<file path="src/rtl/mmu_tlb_pkg.sv">
// Shared types and constants for the 4-set x 2-way MMU TLB.
// Build option: TLB_DATA_RESET_EN (see mmu_tlb_way) also resets entry payloads.
package mmu_tlb_pkg;

    localparam int TAG_W   = 16;
    localparam int IDX_W   = 2;
    localparam int SETS    = 4;
    localparam int WAYS    = 2;
    localparam int TID_W   = 14;
    localparam int FLAGS_W = 14;
    localparam int PPN_W   = 18;
    localparam int VPN_W   = TAG_W + IDX_W;

    typedef struct packed {
        logic [TAG_W-1:0]   tag;
        logic [TID_W-1:0]   tid;
        logic [FLAGS_W-1:0] flags;
        logic [PPN_W-1:0]   ppn;
    } entry_t;

    function automatic logic entry_match(
        input logic             valid,
        input entry_t           ent,
        input logic [TAG_W-1:0] tag,
        input logic [TID_W-1:0] tid
    );
        return valid && (ent.tag == tag) && (ent.tid == tid);
    endfunction

endpackage

</file>
<file path="src/rtl/mmu_tlb_way.sv">
// One TLB way: 4 entries with valid bits, saturating age counters and tag/tid compare.
// With TLB_DATA_RESET_EN defined, reset also clears tag/tid/flags/ppn of every entry.
module mmu_tlb_way
    import mmu_tlb_pkg::*;
#(
    parameter int LRU_TIMING_N = 10
) (
    input  logic                    clk,
    input  logic                    rst_n,
    input  logic                    flush,
    input  logic [IDX_W-1:0]        rd_idx,
    input  logic [TAG_W-1:0]        rd_tag,
    input  logic [TID_W-1:0]        rd_tid,
    output logic                    rd_match,
    output entry_t                  rd_entry,
    input  logic [IDX_W-1:0]        wr_idx,
    input  entry_t                  wr_entry,
    input  logic                    wr_en,
    output logic                    wr_match,
    output logic                    wr_valid,
    output logic [LRU_TIMING_N-1:0] wr_age,
    input  logic [SETS-1:0]         age_clr,
    input  logic [SETS-1:0]         age_inc
);

    localparam logic [LRU_TIMING_N-1:0] AGE_MAX = {LRU_TIMING_N{1'b1}};
    localparam logic [LRU_TIMING_N-1:0] AGE_ONE = {{(LRU_TIMING_N-1){1'b0}}, 1'b1};

    logic [SETS-1:0]         valid_r;
    logic [LRU_TIMING_N-1:0] age_r [SETS];
    entry_t                  data_r [SETS];

    assign rd_entry = data_r[rd_idx];
    assign rd_match = entry_match(valid_r[rd_idx], data_r[rd_idx], rd_tag, rd_tid);
    assign wr_valid = valid_r[wr_idx];
    assign wr_match = entry_match(valid_r[wr_idx], data_r[wr_idx], wr_entry.tag, wr_entry.tid);
    assign wr_age   = age_r[wr_idx];

    // Valid bits and ages: flush wipes everything, otherwise fill sets valid and ages update per set.
    always_ff @(posedge clk or negedge rst_n) begin
        if (!rst_n) begin
            valid_r <= '0;
            for (int s = 0; s < SETS; s++) age_r[s] <= '0;
        end else if (flush) begin
            valid_r <= '0;
            for (int s = 0; s < SETS; s++) age_r[s] <= '0;
        end else begin
            if (wr_en) valid_r[wr_idx] <= 1'b1;
            for (int s = 0; s < SETS; s++) begin
                if (age_clr[s]) begin
                    age_r[s] <= '0;
                end else if (age_inc[s] && (age_r[s] != AGE_MAX)) begin
                    age_r[s] <= age_r[s] + AGE_ONE;
                end
            end
        end
    end

`ifdef TLB_DATA_RESET_EN
    // Entry payload storage, cleared on reset.
    always_ff @(posedge clk or negedge rst_n) begin
        if (!rst_n) begin
            for (int s = 0; s < SETS; s++) data_r[s] <= '0;
        end else if (wr_en) begin
            data_r[wr_idx] <= wr_entry;
        end
    end
`else
    // Entry payload storage; invalid entries never hit, so no reset is needed.
    always_ff @(posedge clk) begin
        if (wr_en) data_r[wr_idx] <= wr_entry;
    end
`endif

endmodule

</file>
<file path="src/rtl/mmu_tlb.sv">
// MMU TLB top: two ways, victim selection, age control and registered lookup outputs.
// Optional build macro TLB_DATA_RESET_EN is handled inside mmu_tlb_way.
module mmu_tlb
    import mmu_tlb_pkg::*;
#(
    parameter int LRU_TIMING_N = 10
) (
    input  logic               iCLOCK,
    input  logic               inRESET,
    input  logic               iREMOVE,
    input  logic               iRD_REQ,
    input  logic [VPN_W-1:0]   iRD_ADDR,
    input  logic [TID_W-1:0]   iRD_TID,
    output logic               oRD_VALID,
    output logic               oRD_HIT,
    output logic [FLAGS_W-1:0] oRD_FLAGS,
    output logic [PPN_W-1:0]   oRD_PHYS_ADDR,
    input  logic               iWR_REQ,
    input  logic [VPN_W-1:0]   iWR_ADDR,
    input  logic [TID_W-1:0]   iWR_TID,
    input  logic [FLAGS_W-1:0] iWR_FLAGS,
    input  logic [PPN_W-1:0]   iWR_PHYS_ADDR
);

    logic [IDX_W-1:0]        rd_idx_s;
    logic [TAG_W-1:0]        rd_tag_s;
    logic [IDX_W-1:0]        wr_idx_s;
    entry_t                  wr_entry_s;
    logic [WAYS-1:0]         rd_match_s;
    entry_t                  rd_entry_s [WAYS];
    logic [WAYS-1:0]         wr_match_s;
    logic [WAYS-1:0]         wr_valid_s;
    logic [LRU_TIMING_N-1:0] wr_age_s [WAYS];
    logic [WAYS-1:0]         wr_en_s;
    logic [SETS-1:0]         age_clr_s [WAYS];
    logic [SETS-1:0]         age_inc_s [WAYS];
    logic                    fill_s;
    logic                    wr_way_s;
    logic                    rd_hit_s;
    logic                    rd_way_s;
    logic                    rd_age_s;
    entry_t                  rd_data_s;

    logic                    rd_valid_r;
    logic                    rd_hit_r;
    logic [FLAGS_W-1:0]      rd_flags_r;
    logic [PPN_W-1:0]        rd_ppn_r;

    assign rd_idx_s         = iRD_ADDR[IDX_W-1:0];
    assign rd_tag_s         = iRD_ADDR[VPN_W-1:IDX_W];
    assign wr_idx_s         = iWR_ADDR[IDX_W-1:0];
    assign wr_entry_s.tag   = iWR_ADDR[VPN_W-1:IDX_W];
    assign wr_entry_s.tid   = iWR_TID;
    assign wr_entry_s.flags = iWR_FLAGS;
    assign wr_entry_s.ppn   = iWR_PHYS_ADDR;

    for (genvar w = 0; w < WAYS; w++) begin : g_way
        mmu_tlb_way #(.LRU_TIMING_N(LRU_TIMING_N)) u_way (
            .clk      (iCLOCK),
            .rst_n    (inRESET),
            .flush    (iREMOVE),
            .rd_idx   (rd_idx_s),
            .rd_tag   (rd_tag_s),
            .rd_tid   (iRD_TID),
            .rd_match (rd_match_s[w]),
            .rd_entry (rd_entry_s[w]),
            .wr_idx   (wr_idx_s),
            .wr_entry (wr_entry_s),
            .wr_en    (wr_en_s[w]),
            .wr_match (wr_match_s[w]),
            .wr_valid (wr_valid_s[w]),
            .wr_age   (wr_age_s[w]),
            .age_clr  (age_clr_s[w]),
            .age_inc  (age_inc_s[w])
        );
    end

    // Fill victim: matching way, then first invalid way, then the older way (ties to way 0).
    always_comb begin
        wr_way_s = 1'b0;
        if (wr_match_s[0]) begin
            wr_way_s = 1'b0;
        end else if (wr_match_s[1]) begin
            wr_way_s = 1'b1;
        end else if (!wr_valid_s[0]) begin
            wr_way_s = 1'b0;
        end else if (!wr_valid_s[1]) begin
            wr_way_s = 1'b1;
        end else if (wr_age_s[1] > wr_age_s[0]) begin
            wr_way_s = 1'b1;
        end else begin
            wr_way_s = 1'b0;
        end
    end

    assign fill_s    = iWR_REQ && !iREMOVE;
    assign rd_hit_s  = iRD_REQ && !iREMOVE && (|rd_match_s);
    assign rd_way_s  = !rd_match_s[0];
    assign rd_data_s = rd_entry_s[rd_way_s];
    // A read hit in the set being filled this cycle leaves ageing to the fill.
    assign rd_age_s  = rd_hit_s && !(fill_s && (wr_idx_s == rd_idx_s));

    // Per-way write enables and per-set age clear/increment requests.
    always_comb begin
        for (int w = 0; w < WAYS; w++) begin
            wr_en_s[w] = fill_s && (wr_way_s == 1'(w));
            for (int s = 0; s < SETS; s++) begin
                age_clr_s[w][s] = (fill_s && (wr_idx_s == IDX_W'(s)) && (wr_way_s == 1'(w)))
                               || (rd_age_s && (rd_idx_s == IDX_W'(s)) && (rd_way_s == 1'(w)));
                age_inc_s[w][s] = (fill_s && (wr_idx_s == IDX_W'(s)) && (wr_way_s != 1'(w)))
                               || (rd_age_s && (rd_idx_s == IDX_W'(s)) && (rd_way_s != 1'(w)));
            end
        end
    end

    // Registered lookup result; data holds when no lookup is sampled.
    always_ff @(posedge iCLOCK or negedge inRESET) begin
        if (!inRESET) begin
            rd_valid_r <= 1'b0;
            rd_hit_r   <= 1'b0;
            rd_flags_r <= '0;
            rd_ppn_r   <= '0;
        end else begin
            rd_valid_r <= iRD_REQ;
            rd_hit_r   <= rd_hit_s;
            if (iRD_REQ) begin
                rd_flags_r <= rd_hit_s ? rd_data_s.flags : {FLAGS_W{1'b0}};
                rd_ppn_r   <= rd_hit_s ? rd_data_s.ppn   : {PPN_W{1'b0}};
            end
        end
    end

    assign oRD_VALID     = rd_valid_r;
    assign oRD_HIT       = rd_hit_r;
    assign oRD_FLAGS     = rd_flags_r;
    assign oRD_PHYS_ADDR = rd_ppn_r;

endmodule

</file>
<file path="config.mk">
export PLATFORM = sky130hd
export DESIGN_NAME = mmu_tlb
export DESIGN_NICKNAME = d
export VERILOG_FILES = /design/src/rtl/mmu_tlb_pkg.sv /design/src/rtl/mmu_tlb_way.sv /design/src/rtl/mmu_tlb.sv
export SDC_FILE = /design/constraint.sdc
export NUM_CORES = 1
export LEC_CHECK = 0
export ABC_CLOCK_PERIOD_IN_PS = 7200
export CORE_MARGIN = 3
export CORE_UTILIZATION = 55
export DETAILED_ROUTE_END_ITERATION = 12
export PLACE_DENSITY = 0.77
export RECOVER_POWER = 50
export SLEW_MARGIN = 20
export SYNTH_ARGS = -nofsm -noshare
export SYNTH_HDL_FRONTEND = slang
export SYNTH_HIERARCHICAL = 1
export SYNTH_SLANG_ARGS = --single-unit
</file>
<file path="constraint.sdc">
create_clock -name iCLOCK -period 7.2 [get_ports iCLOCK]
set_input_delay 1.44 -clock iCLOCK [delete_from_list [all_inputs] [get_ports iCLOCK]]
set_output_delay 1.44 -clock iCLOCK [all_outputs]
set_load 0.03 [all_outputs]
</file>
* Yosys cells after proc, flatten, opt, wreduce, memory -nomap -nowiden
Memories as Yosys holds them, arrays and structs flattened.
Index checks and enable logic that the tools add are counted.
W data, S select, Z words.
** Word-level totals
- RAM bits :: 496
- Flip-flop bits (word level) :: 122
- Word-level logic and storage cells :: 182
- Memory bits (read-only) :: 0
- Latch bits :: 0
- Bits of input ports :: 101
- Memories :: 2
- Output and inout bits :: 34
** Memory list
- g_way[0].u_way.data_r :: words 4, bits a word 62, rd ports 2, clocked after Yosys merged registers in 0, wr ports 1, RTL line mmu_tlb_way.sv:31 : entry_t data_r [SETS];
- g_way[1].u_way.data_r :: words 4, bits a word 62, rd ports 2, clocked after Yosys merged registers in 0, wr ports 1, RTL line mmu_tlb_way.sv:31
** Cells by class
- Shifts and indexed selects :: 0
- $add $sub $neg :: 8
- Eq/ne operators :: 23
- Div/mod/pow operators :: 0
- Multiply operators :: 0
- Bitwise gates (word level) :: 5
- Multiplexer cells :: 52
- Reduce and logical (&&, ||, !) cells :: 72
- Order comparisons :: 6
** Operators by type and width (number)
- $mux W10 :: 20
- $mux W32 :: 3
- $add A10 B1 Y10 const B :: 8
- $mux W40 :: 2
- $ne A10 B10 Y1 const B :: 8
- $eq A16 B16 Y1 :: 4
- $eq A14 B14 Y1 :: 4
- $logic_and A1 B1 Y1 :: 48
- $bmux W10 S2 :: 2
- $reduce_bool A3 Y1 :: 8
- $mux W18 :: 1
- $mux W4 :: 4
- $mux W1 :: 14
- $mux W14 :: 1
- $gt A10 B10 Y1 :: 1
- $bmux W1 S2 :: 4
- $eq A2 B2 Y1 const B :: 4
- $logic_or A1 B1 Y1 :: 8
- $or A4 B4 Y4 :: 2
- $lt A2 B3 Y1 const B :: 2
- $eq A2 B1 Y1 const B :: 2
- $logic_not A2 Y1 :: 2
- $reduce_bool A2 Y1 :: 2
- $ge A3 B3 Y1 const B :: 1
- 9 further kinds :: 11

* Depth between registers and ports, before layout
Gate-level depths: netlist of run 1.
- Depth after elaboration :: 17
- Depth in mapped cells :: 19
- Gate-level depth less buffers :: 15

* Cells and area by module
The synthesis of run 1 kept the hierarchy.
** Modules (own cells, without submodules)
- mmu_tlb_way (g_way[0].u_way) :: instances 1, area an instance 13172.6 um^2, cells an instance 787
- mmu_tlb_way (g_way[1].u_way) :: instances 1, area an instance 13012.5 um^2, cells an instance 754
- mmu_tlb :: instances 1, area an instance 2077.0 um^2, cells an instance 215

* Least setup slack after synthesis of run 1
OpenSTA, ideal clock, no wires.
- Path kind :: input port to flip-flop
- From :: in iWR_ADDR[0]
- To :: mem g_way[1].u_way/data_r[0][0] (netlist name), enable pin
- Arrival :: 8.720 ns
- Stages on the path :: 10
- Data required time :: 6.626 ns
- Setup time :: 0.574 ns
- Slack :: -2.094 ns
- Cells stage by stage :: buf_2 > buf_2 > buf_1 > mux4_2 > ha_1 > nand4_1 > a211o_1 > o2111a_1 > nor3b_1 > nor3b_1
** RTL lines
- from (decl) :: RTL line mmu_tlb.sv:19 : input logic [VPN_W-1:0] iWR_ADDR,
- to (decl) :: RTL line mmu_tlb_way.sv:31

==> results of run 1 <==
## through the flow
| stage | area [um2] | util (%) | cells | worst slack (ps) | total power [W] |
|---|---|---|---|---|---|
| global route | 32400 | 64.31 | 2623 | 862.0 | 0.007924 |
| finish | 32400 | 64.31 | 2624 | 1234 | 0.007714 |
| CTS | 32420 | 64.36 | 2621 | 1371 | 0.007772 |
| global placement | 30350 | 60.24 | 2508 | 855.0 | 0.004497 |
| detailed placement | 30350 | 60.24 | 2508 | 783.4 | 0.004509 |
| floorplan | 28200 | - | 1747 | 117.8 | 0.004282 |
## power by group through the flow
stage                     Sequential (W)  Combinational, W  Clock (W)
after global routing             0.00392          0.000549    0.00346
after detailed placement         0.00399          0.000520          0
after global placement           0.00399          0.000511          0
after CTS                        0.00392          0.000524    0.00333
after floorplan                  0.00399          0.000295          0
final                            0.00392          0.000516    0.00328
## worst min-delay path, stage by stage, from the launching register on
cell,delay [ps]
dfrtp_1,370
inv_1,50
o22ai_1,60
## layout by cell type (no fill, tap or decap), drive strengths merged, types with 5 or more instances in the layout
cell type,count
edfxtp,496
dfrtp,122
nand3,31
and4,6
o211ai,10
nor4,11
nand2,61
o21ai,43
o22ai,36
mux4,167
clkinvlp,5
mux2,7
nand4,36
clkdlybuf4s50,51
dlygate4sd3,78
bufinv,8
clkbuf,87
mux2i,118
ha,18
or3,18
xnor2,80
a21oi,42
o221ai,7
o31ai,6
or2,8
clkinv,17
a2111oi,7
a211oi,11
xor2,74
nor2,111
and3,5
inv,73
buf,27
nor3,16
## worst paths after layout
check	start	endpoint	slack, ps
min reg2reg	oRD_PHYS_ADDR[7]$_DFFE_PN0P_	oRD_PHYS_ADDR[7]$_DFFE_PN0P_	530
max reg2reg	g_way[1].u_way/data_r[2][45]$_DFFE_PP_	g_way[1].u_way/data_r[3][18]$_DFFE_PP_	2430
max in group asynchronous	inRESET	g_way[0].u_way/age_r[6]$_DFFE_PN0P_	1730
min	oRD_PHYS_ADDR[7]$_DFFE_PN0P_	oRD_PHYS_ADDR[7]$_DFFE_PN0P_	530
max	iWR_ADDR[0]	g_way[1].u_way/age_r[39]$_DFFE_PN0P_	1230
min in group asynchronous	inRESET	oRD_FLAGS[6]$_DFFE_PN0P_	2430
## cell type report
type | count | area [um2] | share of cell area, %
flip-flops and latches | 618 | 17950 | 55.39
multi-input cells | 985 | 9629 | 29.72
inverters | 68 | 255.2 | 0.7878
well taps | 672 | 840.8 | 2.595
clock inverters | 35 | 430.4 | 1.328
diodes | 3 | 7.507 | 0.02317
clock buffers | 78 | 1642 | 5.067
repair buffers | 165 | 1647 | 5.082
## per-layer routing
layer	wire length (um)	vias up	GRT usage [%]	share of wire, %
met4	1960	0	8.482	2.9
met5	0	-	0	0
met1	27320	8656	35.60	40
met3	5085	119	4.367	7.5
li1	-	7188	-	-
met2	33280	746	41.29	49
## flip-flops by register name, summed over array words and instances (netlist names)
register             count
g_way.u_way/data_r     496
g_way.u_way/age_r       80
oRD_PHYS_ADDR           18
oRD_FLAGS               14
g_way.u_way/valid_r      8
oRD_HIT                  1
oRD_VALID                1
==> metrics.txt, run 1 <==
global placer's final weighted congestion=around 0.9; R2R depth=10; Detailed Place HPWL=approximately 41000 um; number of global-route vias before repair=roughly 17000; slowest CP cell=nor4_2; Port Buffers=134; leakage=between 10 and 15 nW; H-Tree Depth=2; count of pins over their slew limit=111; post-CTS sizing=0; logic gate share of total power=6.7%; fillers=3460; area delta synth->final=14.96%; Rows=82; Vias/cell=between 6 and 7; Setup crit start kind=input port; worst-skew pair later-pin latency=about 640 ps; Clock Skews=about 26 ps; Max Fclk=0.1676 GHz; layout cells sized above 1=between 10% and 20%; Worst EP required=~7700 ps; Power Density=238.1 nW/um2; CP Max Fanout=just over 40; Tmin final=approximately 6000 ps; final wirelength=~68000 um; switching power=approximately 0.0017 W; Worst path max stage delay=roughly 700 ps; Iter 0 DRT Violations=~1600; io pins=135; die width=between 200 and 250 um; WS Path Type=in -> reg; clk sinks=about 620; WHS=525.2 ps; Final setup violation count=0; setup TNS=0 ps; core area=50380 um2; CTS tree=done; switching share of total power=between 20 and 25%; Num CTS Buffers=61; routed wire length per instance=around 26 um; crit end category=flip-flop; Rel. slew slack=-201.3%; Least-Margin Pin Slew=4519 ps; nets@finish=slightly above 2000; largest net degree at the start of global routing=79; Critical Path AT=~6500 ps; first-pass GRT wire length=roughly 100000 um; hold path cells=2; RSZ-0062 raised after global routing=no; max_cap viols=2; VDD IR max=~0.25 mV; GRT Total Usage=between 20% and 30%; mapped cell area=around 28000 um2; hold bufs inserted after CTS=0; Post-Synthesis Cells=about 1700; P_int=around 0.0060 W; clk buf depth=3; status=finished, violations left; DIE HEIGHT=232.4 um; initial antenna violation count=6; failing checks=capacitance limit, slew limit; Clk pin slew, worst setup/hold paths=approximately 60 ps; Post-DRT Antenna Nets=0; delay-heaviest family, CP=simple AND/OR/NAND/NOR gates; cell mode on critical path=a21oi_1; Root Driver=clkbuf_16; Setup Buffers After CTS=0; Buf+Inv Stages, Crit Path=2; Cell Chain, Critical Path=buf_6, buf_4, mux4_2, xor2_1, nor4_1, nand4_1, nor4_2, a211oi_1, a21oi_1, o311ai_0, nor2_1, nand3_1, or3_1, a21oi_1; CP Depth=14; sequential power share=around half; die footprint=between 50000 and 60000 um2; Warnings, synthesis=6; clock share of power=a little over two fifths; DR vias=16710; fin crit share=82.86%; Mapped Avg Cell Area=around 16 um2; GR Overflow Total=0; Hold Path Class=reg -> reg; first drt pass iteration count=5; Post-Syn Nets=roughly 1900; initial core utilization=a little under three fifths; DR DRC count=0; final hold vios=0
Note: power is estimated with default switching activity, not from simulation.
==> run 2, diff against run 1 <==
--- a/config.mk
+++ b/config.mk
@@ -5,11 +5,11 @@
 export SDC_FILE = /design/constraint.sdc
 export NUM_CORES = 1
 export LEC_CHECK = 0
-export ABC_CLOCK_PERIOD_IN_PS = 7200
+export ABC_CLOCK_PERIOD_IN_PS = 5700
 export CORE_MARGIN = 3
-export CORE_UTILIZATION = 55
+export CORE_UTILIZATION = 61
 export DETAILED_ROUTE_END_ITERATION = 12
-export PLACE_DENSITY = 0.77
+export PLACE_DENSITY = 0.81
 export RECOVER_POWER = 50
 export SLEW_MARGIN = 20
 export SYNTH_ARGS = -nofsm -noshare
==> constraint.sdc (replaced) <==
create_clock -name iCLOCK -period 5.7 [get_ports iCLOCK]
set_input_delay 1.14 -clock iCLOCK [delete_from_list [all_inputs] [get_ports iCLOCK]]
set_output_delay 1.14 -clock iCLOCK [all_outputs]
set_load 0.03 [all_outputs]
==> run 2 against run 1 <==
Effect of this change:
- the flow still finishes with violations (capacitance limit, slew limit)
- die area shrank 9.6%
- clock power grew 19%
- routed wire length grew 0.97%
- sequential share of layout area shrank 0.19 points
- clock skew grew 4.1 ps
- global-route usage increased by 2.5 points
- non-clock buffer count is 24 higher
- register-to-register slack worse by 1400 ps
- cell area increased by 0.34%
- critical endpoint is now g_way[0].u_way/age_r[9]$_DFFE_PN0P_
- largest power group unchanged
==> metrics.txt, run 2 (synthesis results as in run 1) <==
status=finished, violations left; failing checks=capacitance limit, slew limit; initial core utilization=61.97% (+6.0 points); sequential power share=52.0% (+1.2 points); VDD IR max=0.2600 mV (+2.9%); die footprint=48820 um2 (-9.6%); layout cells sized above 1=17.27% (+0.86 points); Hold Path Class=reg -> reg; Power Density=292.8 nW/um2 (+23%); first drt pass iteration count=5 (unchanged); Rows=78 (-4.9%); Setup crit start kind=input port; logic gate share of total power=7.1% (+0.4 points); DR vias=16970 (+1.5%); final hold vios=0 (unchanged); GR Overflow Total=0 (unchanged); Max Fclk=about 0.19 GHz; Vias/cell=6.584 (+3.4%); Largest register FFs=496 (unchanged); leakage=11.14 nW (+1.0%); Rel. slew slack=-70.80% (+130 points); Cells after DPL=2460 (-1.9%); GRT Total Usage=27.96% (+2.5 points); Clk pin slew, worst setup/hold paths=60 ps (about the same); setup slack, reg-to-reg=1000 ps (-1430 ps); Biggest register=g_way.u_way/data_r; Tmin final=around 5400 ps; most frequent cells in the layout=edfxtp_1, mux4_2, dfrtp_1; worst flop-to-flop path endpoint=g_way[0].u_way/age_r[9]$_DFFE_PN0P_; Placement Cell Area=30610 um2 (+0.86%); H-Tree Depth=2 (unchanged); clk sinks=618 (unchanged); setup TNS=0 ps (unchanged); switching power=0.002109 W (+24%); worst r2r src=g_way[1].u_way/data_r[3][52]$_DFFE_PP_; final instance area=32510 um2 (+0.34%); io pins=135 (unchanged); Setup Buffers After CTS=0 (unchanged); RSZ-0062 raised after global routing=no; global placer's final weighted congestion=0.9789 (+6.2%); number of global-route vias before repair=17490 (+3.1%); switching share of total power=22.16% (+0.18 points); final cell count without fillers=2577 (-1.8%); initial antenna violation count=4 (-2); first-pass GRT wire length=104900 um (+0.94%); Final setup violation count=0 (unchanged); area delta synth->final=15.34%; Root Driver=clkbuf_16; die width=220.9 um (-4.9%); Post-DRT Antenna Nets=0 (unchanged); fillers=2862 (-17%); largest net degree at the start of global routing=57 (-28%); core area=45480 um2 (-9.7%); Least-Margin Pin Slew=2562 ps (-1957 ps); DIE HEIGHT=220.9 um (-4.9%); DR DRC count=0 (unchanged); final wirelength=68300 um (+0.97%); max_cap viols=3 (+1); WHS Endpoint=oRD_FLAGS[11]$_DFFE_PN0P_; hold path cells=2 (unchanged); CTS tree=done; Worst Hold Launch=oRD_FLAGS[11]$_DFFE_PN0P_; fin crit share=between 90% and 100%; hold bufs inserted after CTS=0 (unchanged); final core utilization=71.48% (+7.2 points); Iter 0 DRT Violations=1974 (+22%); post-CTS sizing=0 (unchanged); nets@finish=2041 (+1.1%); Worst EP required=6240 ps (-1500 ps); WS Path Type=in -> reg; count of pins over their slew limit=110 (-0.90%); Num CTS Buffers=60 (-1.6%); crit end category=flip-flop; clk buf depth=3 (unchanged); routed wire length per instance=26.50 um (+2.8%); Tot Pwr=0.009517 W (+23%); Clock Skews=30.14 ps (+4.103 ps); clock share of power=41.0% (-1.6 points); Port Buffers=134 (unchanged); worst-skew pair later-pin latency=640 ps (about the same); R2R depth=14 (+4); P_int=0.007408 W (+23%); Setup crit start=iWR_TID[8]; CP Max Fanout=8 (-80%); Detailed Place HPWL=42840 um (+3.5%); commonest non-fill, non-tap cell in the layout=edfxtp_1; Critical Path AT=5910 ps (-600 ps)
run 2: cell count changes in the layout (fill, tap and decap cells not counted), moves of 4 or more:
cell       delta
buf_12       +13
buf_4         +8
bufinv_16     -5
clkbuf_1      +6
clkinv_2      +9
inv_6         -4
run 2: critical path, cell delays in order:
cell and delay [ps]:
dlygate4sd3_1 680, clkbuf_1 320, o21ai_0 180, a2111oi_0 650, buf_4 240, nand4_1 150
nor4_1 560, a21oi_1 230, a211o_1 330, o21ai_1 200, inv_1 80, a41oi_2 310
nand4_1 290, or3_1 390, a21oi_1 160
run 2: per-stage QoR:
stage / worst slack [ps] / hold slack, ps
after detailed placement: 43.04 / 519.7
after global routing: 171.7 / 547.1
after floorplan: 13.39 / 465.2
after global placement: 130.7 / 499.1
after CTS: 567.3 / 512.7
final: 331.1 / 521.7
run 2: final cells by class:
cell class	count	area, um2	share of cell area (%)
antenna	3	7.507	0.02309
clock buffer	82	1678	5.161
clock inverter	32	252.7	0.7775
sequential	618	17950	55.21
multi-input combinational	985	9638	29.65
timing repair buffer	189	1978	6.085
inverter	68	255.2	0.7852
tap	600	750.7	2.309
run 2: power groups by stage:
| stage | Sequential (W) | Clock [W] | Combinational (W) |
|---|---|---|---|
| floorplan | 0.00504 | 0 | 0.000375 |
| global placement | 0.00503 | 0 | 0.000663 |
| detailed placement | 0.00504 | 0 | 0.000674 |
| CTS | 0.00495 | 0.00394 | 0.000680 |
| global route | 0.00495 | 0.00412 | 0.000713 |
| finish | 0.00495 | 0.00390 | 0.000673 |
run 2: layer usage:
layer | track usage [%] | vias to the layer above | part of all wire, % | routed length, um
li1 | - | 7244 | - | -
met1 | 39.10 | 8738 | 40 | 27020
met2 | 45.89 | 845 | 50 | 34010
met3 | 4.643 | 137 | 7.8 | 5356
met4 | 8.995 | 2 | 2.8 | 1910
met5 | 0 | - | 0.010 | 7
run 2: worst max path at each step:
stage,end,slack (ps),cells past startpoint
global route,g_way[0].u_way/age_r[7]$_DFFE_PN0P_,170,16
global placement,g_way[1].u_way/age_r[37]$_DFFE_PN0P_,130,15
floorplan,g_way[1].u_way/data_r[2][0]$_DFFE_PP_,10,12
detailed placement,g_way[1].u_way/age_r[39]$_DFFE_PN0P_,40,15
finish,g_way[0].u_way/age_r[9]$_DFFE_PN0P_,330,15
CTS,g_way[0].u_way/age_r[9]$_DFFE_PN0P_,570,16
==> run 3, diff against run 2 <==
--- a/config.mk
+++ b/config.mk
@@ -5,11 +5,11 @@
 export SDC_FILE = /design/constraint.sdc
 export NUM_CORES = 1
 export LEC_CHECK = 0
+export ABC_AREA = 1
 export ABC_CLOCK_PERIOD_IN_PS = 5700
 export CORE_MARGIN = 3
-export CORE_UTILIZATION = 61
+export CORE_UTILIZATION = 40
 export DETAILED_ROUTE_END_ITERATION = 12
-export PLACE_DENSITY = 0.81
 export RECOVER_POWER = 50
 export SLEW_MARGIN = 20
 export SYNTH_ARGS = -nofsm -noshare
==> run 3 against run 2 <==
Effect of this change:
- global-route usage decreased by 5.2 points
- clock power increased by 17%
- utilization decreased by 24 points
- worst hold slack got worse by 29 ps
- largest cell class unchanged
- the run still ends with capacitance limit, slew limit left
- routed wire length increased by 34%
- die area increased by 63%
- sequential power about the same
- clock-buffer cell count increased by 15
- total power increased by 8.7%
==> metrics.txt, run 3 <==
status=finished, violations left; failing checks=capacitance limit, slew limit; number of global-route vias before repair=22870 (+31%); WS Path Type=in -> reg; Tmin final=4723 ps (-646.2 ps); WHS=492.3 ps (-29.42 ps); ANT cells=0 (-3); layout cells sized above 1=6.957% (-10 points); Clock Skews=33.43 ps (+3.290 ps); Setup crit start kind=input port; Clk pin slew, worst setup/hold paths=60 ps (about the same); Least-Margin Pin Slew=4078 ps (+1516 ps); hold bufs inserted after CTS=0 (unchanged); Mapped Avg Cell Area=8.977 um2 (-44%); Hold Path Class=reg -> reg; CTS tree=done; CP Max Fanout=59 (+51); nets@finish=3643 (+78%); clk sinks=618 (unchanged); Port Buffers=134 (unchanged); Warnings, synthesis=6 (unchanged); routed wire length per instance=20.07 um (-24%); DIE HEIGHT=282.5 um (+28%); Root Driver=clkbuf_16; Power Density=292.7 nW/um2 (about the same); R2R depth=19 (+5); Largest register FFs=496 (unchanged); GR Overflow Total=0 (unchanged); RSZ-0062 raised after global routing=no; slowest CP cell=buf_4; final wirelength=91270 um (+34%); cell mode on critical path=nand2_1; Final setup violation count=0 (unchanged); Critical Path AT=5250 ps (-660 ps); crit end category=flip-flop; hold path cells=1 (-1); Rows=100 (+28%); delay-heaviest family, CP=buffers and inverters; final instance area=35360 um2 (+8.8%); Post-DRT Antenna Nets=0 (unchanged); worst flop-to-flop path endpoint=g_way[1].u_way/age_r[36]$_DFFE_PN0P_; Worst path max stage delay=720 ps (+40 ps); count of pins over their slew limit=83 (-25%); Worst EP required=6230 ps (about the same); Num CTS Buffers=70 (+17%); initial antenna violation count=5 (+1); register area=17950 um2 (unchanged); Post-Syn Nets=3525 (+89%); post-CTS sizing=0 (unchanged); area of the multi-input gates=11050 um2 (+15%); Rel. slew slack=-171.8% (-100 points); area delta synth->final=15.64%; Worst Hold Launch=g_way[0].u_way/valid_r[1]$_DFFE_PN0P_; H-Tree Depth=3 (+1); most frequent cells in the layout=nand2_1, edfxtp_1, nor2_1; fillers=7068 (+150%); commonest non-fill, non-tap cell in the layout=nand2_1; fin crit share=82.85% (-11 points); leakage=14.13 nW (+27%); post-layout worst setup margin=977.3 ps (+646.2 ps); clk buf depth=3 (unchanged); dpl ws=410.6 ps (+367.6 ps); max_cap viols=1 (-2); Biggest register=g_way.u_way/data_r; global placer's final weighted congestion=0.9072 (-7.3%); die width=282.5 um (+28%); largest net degree at the start of global routing=85 (+49%); setup TNS=0 ps (unchanged); initial core utilization=40.73% (-21 points); Cell Chain, Critical Path=buf_4, buf_4, o211ai_1, nand2_1, nand2_1, nor2_1, nand2_1, nor2_1, nand2_1, nor2_4, buf_4, inv_1, nand2_1, nand2_1, nor2_1, inv_1, nor2_1, inv_1, o21ai_0; Buf+Inv Stages, Crit Path=6 (+2); setup slack, reg-to-reg=1990 ps (+990 ps); Setup Buffers After CTS=0 (unchanged); Detailed Place HPWL=58610 um (+37%); VDD IR max=0.1923 mV (-26%); Iter 0 DRT Violations=2460 (+25%); Setup crit start=iRD_ADDR[1]; core area=75070 um2 (+65%); mapped cell area=30580 um2 (+8.5%); Placement Cell Area=33020 um2 (+7.9%); DR DRC count=0 (unchanged); GRT Total Usage=22.80% (-5.2 points); Tot Pwr=0.01035 W (+8.7%); die footprint=79790 um2 (+63%); io pins=135 (unchanged); Max Fclk=0.2117 GHz (+14%); Vias/cell=5.335 (-19%); final hold vios=0 (unchanged); first drt pass iteration count=8 (+3); WHS Endpoint=g_way[0].u_way/valid_r[1]$_DFFE_PN0P_; Post-Synthesis Cells=3406 (+95%); DR vias=24270 (+43%); worst r2r src=g_way[0].u_way/valid_r[1]$_DFFE_PN0P_; worst-skew pair later-pin latency=620 ps (-20 ps); first-pass GRT wire length=138400 um (+32%)
## run 3: worst max path at each step
stage / endpoint / slack, ps / cells after the start
floorplan: g_way[0].u_way/data_r[3][0]$_DFFE_PP_ / -500 / 18
global placement: g_way[1].u_way/age_r[36]$_DFFE_PN0P_ / 420 / 19
detailed placement: g_way[1].u_way/age_r[36]$_DFFE_PN0P_ / 410 / 19
CTS: g_way[1].u_way/age_r[36]$_DFFE_PN0P_ / 1040 / 19
global route: g_way[1].u_way/age_r[11]$_DFFE_PN0P_ / 460 / 1
finish: g_way[1].u_way/age_r[36]$_DFFE_PN0P_ / 980 / 19
## run 3: worst reg2reg max path: cells and delay by family (launching register included)
kind	cells	cell delay [ps]
AOI/OAI and AO/OA	3	380
buffers and inverters	5	1140
DFF	1	340
and+or+nand+nor	11	1800
## run 3: cell type report
cell class / instances / share of cell area, %
Sequential cell: 618 / 50.76
Multi-Input combinational cell: 2412 / 31.26
Clock buffer: 97 / 5.673
Timing Repair Buffer: 187 / 5.383
Tap cell: 969 / 3.429
Inverter: 235 / 2.534
Clock inverter: 30 / 0.9626
## run 3: per-stage QoR
stage	std cells	utilization, %
after floorplan	3406	-
after global placement	4421	43.98
after detailed placement	4421	43.98
after CTS	4548	47.11
after global routing	4548	47.10
final	4548	47.10
## run 3: routing by layer
metal | part of all wire (%) | vias up | wire (um) | GRT usage (%)
li1 | - | 11690 | - | -
met1 | 45 | 11550 | 41000 | 32.51
met2 | 45 | 909 | 41260 | 36.02
met3 | 7.4 | 115 | 6780 | 3.665
met4 | 2.4 | 6 | 2196 | 6.748
met5 | 0.033 | - | 30 | 0
## run 3: where the power goes
group	switching, W	leakage, nW	internal (W)
Combinational	0.000600	6.81	0.000239
Sequential	0.0000151	6.18	0.00493
Clock	0.00186	1.14	0.00271
Total	0.00247	14.1	0.00788
